--- src/rtl/muldiv_pkg.sv ---
// Shared definitions for the iterative RV32M multiply/divide unit:
// operation encodings, FSM states and fixed divide results.
package muldiv_pkg;

    localparam int unsigned XLEN = 32;
    localparam int unsigned DW   = 2 * XLEN;
    localparam int unsigned CNTW = 6;
    localparam int unsigned RW   = 5;

    typedef enum logic [2:0] {
        MD_MUL    = 3'd0,
        MD_MULH   = 3'd1,
        MD_MULHSU = 3'd2,
        MD_MULHU  = 3'd3,
        MD_DIV    = 3'd4,
        MD_DIVU   = 3'd5,
        MD_REM    = 3'd6,
        MD_REMU   = 3'd7
    } md_op_e;

    typedef enum logic [1:0] {
        ST_IDLE = 2'd0,
        ST_ITER = 2'd1,
        ST_FIX  = 2'd2,
        ST_DONE = 2'd3
    } md_state_e;

    localparam logic [XLEN-1:0] DIV_ZERO_Q = 32'hFFFF_FFFF;
    localparam logic [XLEN-1:0] INT_MIN    = 32'h8000_0000;
    localparam logic [CNTW-1:0] LAST_ITER  = 6'd31;

    function automatic logic op_is_div(input md_op_e op);
        return op inside {MD_DIV, MD_DIVU, MD_REM, MD_REMU};
    endfunction

    function automatic logic op_is_rem(input md_op_e op);
        return op inside {MD_REM, MD_REMU};
    endfunction

    function automatic logic op_a_signed(input md_op_e op);
        return op inside {MD_MULH, MD_MULHSU, MD_DIV, MD_REM};
    endfunction

    function automatic logic op_b_signed(input md_op_e op);
        return op inside {MD_MULH, MD_DIV, MD_REM};
    endfunction

endpackage

--- src/rtl/muldiv_negate.sv ---
// Conditional two's-complement; used for operand magnitudes and the final sign fix-up.
module muldiv_negate #(
    parameter int unsigned W = 64
) (
    input  logic         en_i,
    input  logic [W-1:0] val_i,
    output logic [W-1:0] val_c_o
);

    always_comb begin
        val_c_o = en_i ? (~val_i + W'(1)) : val_i;
    end

endmodule

--- src/rtl/muldiv_unit.sv ---
// Iterative RV32M multiply/divide: 32-cycle shift-add multiply and restoring
// divide on magnitudes, sign fix-up in FIX, with a one-cycle divide fast path.
module muldiv_unit
    import muldiv_pkg::*;
(
    input  logic            clk,
    input  logic            areset,
    input  logic            start,
    input  logic [2:0]      funct3,
    input  logic [XLEN-1:0] rs1_val,
    input  logic [XLEN-1:0] rs2_val,
    input  logic [RW-1:0]   rd_addr,
    output logic            busy,
    output logic            done,
    output logic [XLEN-1:0] result,
    output logic [RW-1:0]   rd_out,
    output logic            we_out
);

    md_state_e       state_q, state_d;
    md_op_e          op_in_c, op_q, op_d;
    logic [CNTW-1:0] cnt_q, cnt_d;
    logic            sign_q, sign_d;
    logic [DW-1:0]   acc_q, acc_d, mcand_q, mcand_d;
    logic [XLEN-1:0] mplr_q, mplr_d, result_q, result_d;
    logic [RW-1:0]   rd_q, rd_d;
    logic            busy_q, busy_d, done_q, done_d, we_q, we_d;

    logic            neg_a_c, neg_b_c, div_zero_c, div_ovf_c, fast_c, trial_ge_c;
    logic [XLEN-1:0] mag_a_c, mag_b_c, fast_res_c, diff_c;
    logic [XLEN:0]   trial_c;
    logic [DW-1:0]   fix_in_c, fix_c;

    // Operand decode at acceptance time
    always_comb begin
        op_in_c    = md_op_e'(funct3);
        neg_a_c    = op_a_signed(op_in_c) & rs1_val[XLEN-1];
        neg_b_c    = op_b_signed(op_in_c) & rs2_val[XLEN-1];
        div_zero_c = (rs2_val == '0);
        div_ovf_c  = op_b_signed(op_in_c) && (rs1_val == INT_MIN) && (rs2_val == '1);
        fast_c     = op_is_div(op_in_c) && (div_zero_c || div_ovf_c);
        if (div_zero_c) begin
            fast_res_c = op_is_rem(op_in_c) ? rs1_val : DIV_ZERO_Q;
        end else begin
            fast_res_c = op_is_rem(op_in_c) ? '0 : INT_MIN;
        end
    end

    muldiv_negate #(.W(XLEN)) u_mag_a (.en_i(neg_a_c), .val_i(rs1_val), .val_c_o(mag_a_c));
    muldiv_negate #(.W(XLEN)) u_mag_b (.en_i(neg_b_c), .val_i(rs2_val), .val_c_o(mag_b_c));

    // Restoring divide step: remainder lives in acc[63:32], dividend/quotient in acc[31:0]
    always_comb begin
        trial_c    = acc_q[DW-1:XLEN-1];
        trial_ge_c = (trial_c >= {1'b0, mcand_q[XLEN-1:0]});
        diff_c     = trial_c[XLEN-1:0] - mcand_q[XLEN-1:0];
    end

    always_comb begin
        if (!op_is_div(op_q)) begin
            fix_in_c = acc_q;
        end else if (op_is_rem(op_q)) begin
            fix_in_c = {{XLEN{1'b0}}, acc_q[DW-1:XLEN]};
        end else begin
            fix_in_c = {{XLEN{1'b0}}, acc_q[XLEN-1:0]};
        end
    end

    muldiv_negate #(.W(DW)) u_fix (.en_i(sign_q), .val_i(fix_in_c), .val_c_o(fix_c));

    always_ff @(posedge clk or negedge areset) begin
        if (!areset) begin
            state_q <= ST_IDLE;
        end else begin
            state_q <= state_d;
        end
    end

    always_comb begin
        state_d = state_q;
        case (state_q)
            ST_IDLE: if (start) state_d = fast_c ? ST_DONE : ST_ITER;
            ST_ITER: if (cnt_q == LAST_ITER) state_d = ST_FIX;
            ST_FIX:  state_d = ST_DONE;
            ST_DONE: state_d = ST_IDLE;
            default: state_d = ST_IDLE;
        endcase
    end

    always_comb begin
        op_d     = op_q;
        rd_d     = rd_q;
        cnt_d    = cnt_q;
        sign_d   = sign_q;
        acc_d    = acc_q;
        mcand_d  = mcand_q;
        mplr_d   = mplr_q;
        result_d = result_q;
        case (state_q)
            ST_IDLE: begin
                if (start) begin
                    op_d   = op_in_c;
                    rd_d   = rd_addr;
                    cnt_d  = '0;
                    sign_d = op_is_rem(op_in_c) ? neg_a_c : (neg_a_c ^ neg_b_c);
                    mplr_d = mag_b_c;
                    if (op_is_div(op_in_c)) begin
                        acc_d   = {{XLEN{1'b0}}, mag_a_c};
                        mcand_d = {{XLEN{1'b0}}, mag_b_c};
                    end else begin
                        acc_d   = '0;
                        mcand_d = {{XLEN{1'b0}}, mag_a_c};
                    end
                    if (fast_c) result_d = fast_res_c;
                end
            end
            ST_ITER: begin
                cnt_d = cnt_q + CNTW'(1);
                if (op_is_div(op_q)) begin
                    acc_d = trial_ge_c ? {diff_c, acc_q[XLEN-2:0], 1'b1}
                                       : {trial_c[XLEN-1:0], acc_q[XLEN-2:0], 1'b0};
                end else begin
                    if (mplr_q[0]) acc_d = acc_q + mcand_q;
                    mcand_d = {mcand_q[DW-2:0], 1'b0};
                    mplr_d  = {1'b0, mplr_q[XLEN-1:1]};
                end
            end
            ST_FIX: begin
                if (op_q inside {MD_MULH, MD_MULHSU, MD_MULHU}) begin
                    result_d = fix_c[DW-1:XLEN];
                end else begin
                    result_d = fix_c[XLEN-1:0];
                end
            end
            default: ;
        endcase
        busy_d = (state_d != ST_IDLE);
        done_d = (state_d == ST_DONE);
        we_d   = done_d && (rd_d != '0);
    end

    always_ff @(posedge clk or negedge areset) begin
        if (!areset) begin
            op_q     <= MD_MUL;
            rd_q     <= '0;
            cnt_q    <= '0;
            sign_q   <= 1'b0;
            acc_q    <= '0;
            mcand_q  <= '0;
            mplr_q   <= '0;
            result_q <= '0;
            busy_q   <= 1'b0;
            done_q   <= 1'b0;
            we_q     <= 1'b0;
        end else begin
            op_q     <= op_d;
            rd_q     <= rd_d;
            cnt_q    <= cnt_d;
            sign_q   <= sign_d;
            acc_q    <= acc_d;
            mcand_q  <= mcand_d;
            mplr_q   <= mplr_d;
            result_q <= result_d;
            busy_q   <= busy_d;
            done_q   <= done_d;
            we_q     <= we_d;
        end
    end

    assign busy   = busy_q;
    assign done   = done_q;
    assign result = result_q;
    assign rd_out = rd_q;
    assign we_out = we_q;

endmodule

--- config.mk ---
export PLATFORM = sky130hd
export DESIGN_NAME = muldiv_unit
export DESIGN_NICKNAME = d
export VERILOG_FILES = /design/src/rtl/muldiv_pkg.sv /design/src/rtl/muldiv_negate.sv /design/src/rtl/muldiv_unit.sv
export SDC_FILE = /design/constraint.sdc
export NUM_CORES = 1
export LEC_CHECK = 0
export BUFFER_PORTS_ARGS = -buffer_cell sky130_fd_sc_hd__buf_4
export CORE_MARGIN = 4
export CORE_UTILIZATION = 60
export CTS_CLUSTER_DIAMETER = 50
export DETAILED_ROUTE_END_ITERATION = 10
export PLACE_DENSITY_LB_ADDON = 0.12
export SLEW_MARGIN = 30
export SYNTH_ARGS = -nofsm -noshare
export SYNTH_HDL_FRONTEND = slang
export SYNTH_SLANG_ARGS = --single-unit
--- constraint.sdc ---
create_clock -name clk -period 6.33 [get_ports clk]
set_clock_uncertainty 0.2 [all_clocks]
set_input_delay 1.266 -clock clk [delete_from_list [all_inputs] [get_ports clk]]
set_output_delay 1.266 -clock clk [all_outputs]
set_load 0.05 [all_outputs]
==> flow_metrics.py <==
metrics = {
    "drt": {
        "top_layer": "met4",
        "viasPerCell": 6.898,
        "vias": 20155,
        "first_iter_violations": 2931,
        "wl_um": 71410,
        "drcViolationCount": 0,
        "wl_met1_um": 29540,
        "wl_met3_um": 7765,
        "dr_wl_met2_um": 30080,
        "wl_per_cell_um": 24.44,
        "ant_nets": 0,
        "first_pass_iters": 6,
    },
    "layout": {
        "final_cell_mix": "261 x nand2_1, 253 x a21oi_1, 253 x o21ai_0, 237 x nor2_1, 211 x dfrtp_1",
        "drive_above_1_share": 0.09408,
        "area_growth_pct": 10.14,
        "final_common_cell": "nand2_1",
        "fin_cells": 2922,
        "fin_nets": 2671,
    },
    "sta": {
        "rsz0062_at_grt": "no",
        "fmax_ghz": 0.2056,
        "period_needed_ns": 4.865,
        "slew_viol_final": 0,
        "final.setup.tns_ns": 0,
        "setup_viol": 0,
        "relSlewSlack": 0.3446,
        "worstMarginPinSlew_ns": 0.9766,
        "hold_violations": 0,
        "finalCritPeriodShare": 0.7685,
    },
    "setup_path": {
        "crit_path_end_kind": "flop",
        "required_ns": 6.49,
        "cp_max_fo": 76,
        "critPathKind": "flop to flop",
        "critPathBufInv": 0,
        "crit_chain": "nand2_1, a221oi_1, nand4_1, or4_1, nor3_2, nand2_1, or2_1, o21ai_0, xor2_1, o221ai_1",
        "critPathMaxStageDelay_ns": 0.90,
        "slowest_stage": "dfrtp_4",
        "cp-start-kind": "flop",
        "crit_top_cell": "nand2_1",
        "critPathTopFamily": "simple AND/OR/NAND/NOR gates",
        "worstPathArrival_ns": 5.02,
    },
    "synthesis": {
        "synth_area_leader_cell": "dfrtp_1",
        "yosys.area.top_type_share": 0.2743,
        "syn_nets": 2683,
        "synth_seq_cells": 212,
        "synthDistinctLibCells": 83,
        "synth_cells": 2506,
        "ys_top_cells_by_area": "dfrtp_1 27%, a21oi_1 6.6%, o21ai_0 6.5%, ha_1 6.5%, nand2_1 5.1%",
        "netlist_area_mm2": 0.01934,
        "synth-main-ff-cell": "dfrtp_1",
        "ys_seq_area_frac": 0.2743,
        "yosysWarnings": 0,
        "syn_area_per_cell_um2": 7.717,
        "synth_enable_flop_cells": 0,
        "synthArstFlopShare": 1.000,
    },
    "power_and_ir_drop": {
        "leakagePower_uw": 0.008973,
        "power_uw": 14190,
        "combinationalPowerShare": 0.654,
        "intPower_uw": 6603,
        "p_sw_uw": 7586,
        "p_per_area_mw_per_mm2": 666.1,
        "sw_frac_of_total": 0.5346,
        "vdd_drop_max_v": 0.0004642,
        "seqPwrFrac": 0.215,
        "p_clk_frac": 0.131,
    },
    "clock_tree": {
        "clk_pin_slew_ns": 0.06,
        "cts_sinks": 212,
        "cts-resized-gates": 0,
        "cts_made_buffers": 34,
        "post_cts_buffers": 0,
        "clk_latency_ns": 0.54,
        "h-tree-depth": 2,
        "clk_path_buf_depth": 3,
        "postCtsHoldBufs": 0,
        "cts-root-buf": "clkbuf_16",
        "cts_tree": "yes",
    },
    "grt": {
        "gr-total-overflow": 0,
        "grt_pass1_wl_um": 110000,
        "track_usage": 0.3913,
        "grt_max_degree": 120,
        "grt_pass1_vias": 18835,
        "antenna_found_initial": 1,
    },
    "placement": {
        "port_buffers": 114,
        "place_inst": 2860,
        "place_congestion": 1.067,
        "hpwl_um": 53260,
    },
    "die": {
        "io_pins": 115,
        "dieArea_mm2": 0.03517,
        "die_height_um": 187.5,
        "start_util": 0.6113,
        "die_x_um": 187.5,
        "core_mm2": 0.03164,
        "rows": 65,
    },
    "worst_hold_path": {
        "hold_path.class": "flop to flop",
    },
    "status": {
        "run_status": "finished, final reports clean",
    },
    "job": {
        "cap_viol_max_count": 0,
    },
}
[power by group through the flow]
stage / Combinational, uW / Clock, uW / Sequential (uW)
final: 9280 / 1860 / 3060
after detailed placement: 8980 / 0 / 3010
after floorplan: 7020 / 0 / 2520
after global placement: 8820 / 0 / 2980
after CTS: 9050 / 1870 / 2990
after global routing: 10200 / 1940 / 3090
[per-layer routing]
metal	up-vias	global-route usage
met1	9599	0.5581
met2	1163	0.5723
met3	225	0.07074
met4	0	0.1945
met5	-	0
li1	9168	-
[registers in the layout (all words and copies together) (netlist names)]
register and cells:
result 32, mcand_q 64, done 1, sign_q 1, we_out 1, busy 1
state_q 2, cnt_q 6, op_q 3, mplr_q 32, rd_out 5, acc_q 64
[area by class of cell]
type / count / area, um2
Fill cell: 2734 / 10330
Clock buffer: 39 / 889.6
Timing Repair Buffer: 135 / 1033
Multi-Input combinational cell: 2048 / 13110
Antenna cell: 1 / 2.502
Tap cell: 402 / 503.0
Sequential cell: 212 / 5309
Inverter: 63 / 236.5
Clock inverter: 22 / 222.7
[cells by family after synthesis]
group | synth area share
buffers and inverters | 0.05053
XOR/XNOR | 0.08921
AND/OR/NAND/NOR | 0.1841
AO/OA/AOI/OAI | 0.3043
flip-flops | 0.2743
adder cells (fa/ha/maj) | 0.06677
multiplexers | 0.03086
[synthesized netlist by cell type (all sizes together) (6+ instances only)]
library cell and number:
nand2 261, a21oi 256, o21ai 255, nor2 239, dfrtp 212, clkbuf 151
xnor2 110, ha 100, xor2 87, a211oi 69, inv 63, mux2i 54
a21o 48, nand4 42, a22o 38, nor3 38, buf 32, o21a 32
nand3 28, nor2b 27, o31ai 26, o211ai 25, o221ai 23, or3 22
a221oi 19, a31oi 19, and3 19, o21bai 19, nor4 17, or4 16
a22oi 15, nand2b 15, and2 12, o41ai 10, or2 10, a222oi 6
a31o 6
[metrics by stage]
stage,instance area [um2],util,setup slack (ns),hold slack (ns)
2_1_floorplan,19340,-,1.940,0.2467
3_3_place_gp,20180,0.6380,1.573,0.2611
3_5_place_dp,20180,0.6380,1.314,0.2700
4_1_cts,21300,0.6732,1.581,0.2815
5_1_grt,21300,0.6732,1.190,0.3073
6_report,21300,0.6733,1.465,0.2795
[worst reg2reg max path, stage by stage, from the launching register on]
cell and delay, ns:
dfrtp_4 0.90, nand2_1 0.40, a221oi_1 0.75, nand4_1 0.29, or4_1 0.75, nor3_2 0.40
nand2_1 0.19, or2_1 0.30, o21ai_0 0.22, xor2_1 0.17, o221ai_1 0.12
[path summary, 6_finish.rpt]
| check | start | end | slack [ns] | depth (start not counted) |
|---|---|---|---|---|
| setup reg to reg | op_q[2] | result[31] | 1.47 | 10 |
| min in group asynchronous | areset | cnt_q[3] | 0.54 | 1 |
| max in group asynchronous | areset | op_q[2] | 4.23 | 2 |
| hold / removal | mplr_q[8] | mplr_q[8] | 0.28 | 2 |
| hold reg to reg | mplr_q[8] | mplr_q[8] | 0.28 | 2 |
| setup / recovery | op_q[2] | result[31] | 1.47 | 10 |
No activity file was read; power rests on OpenSTA's default activity.
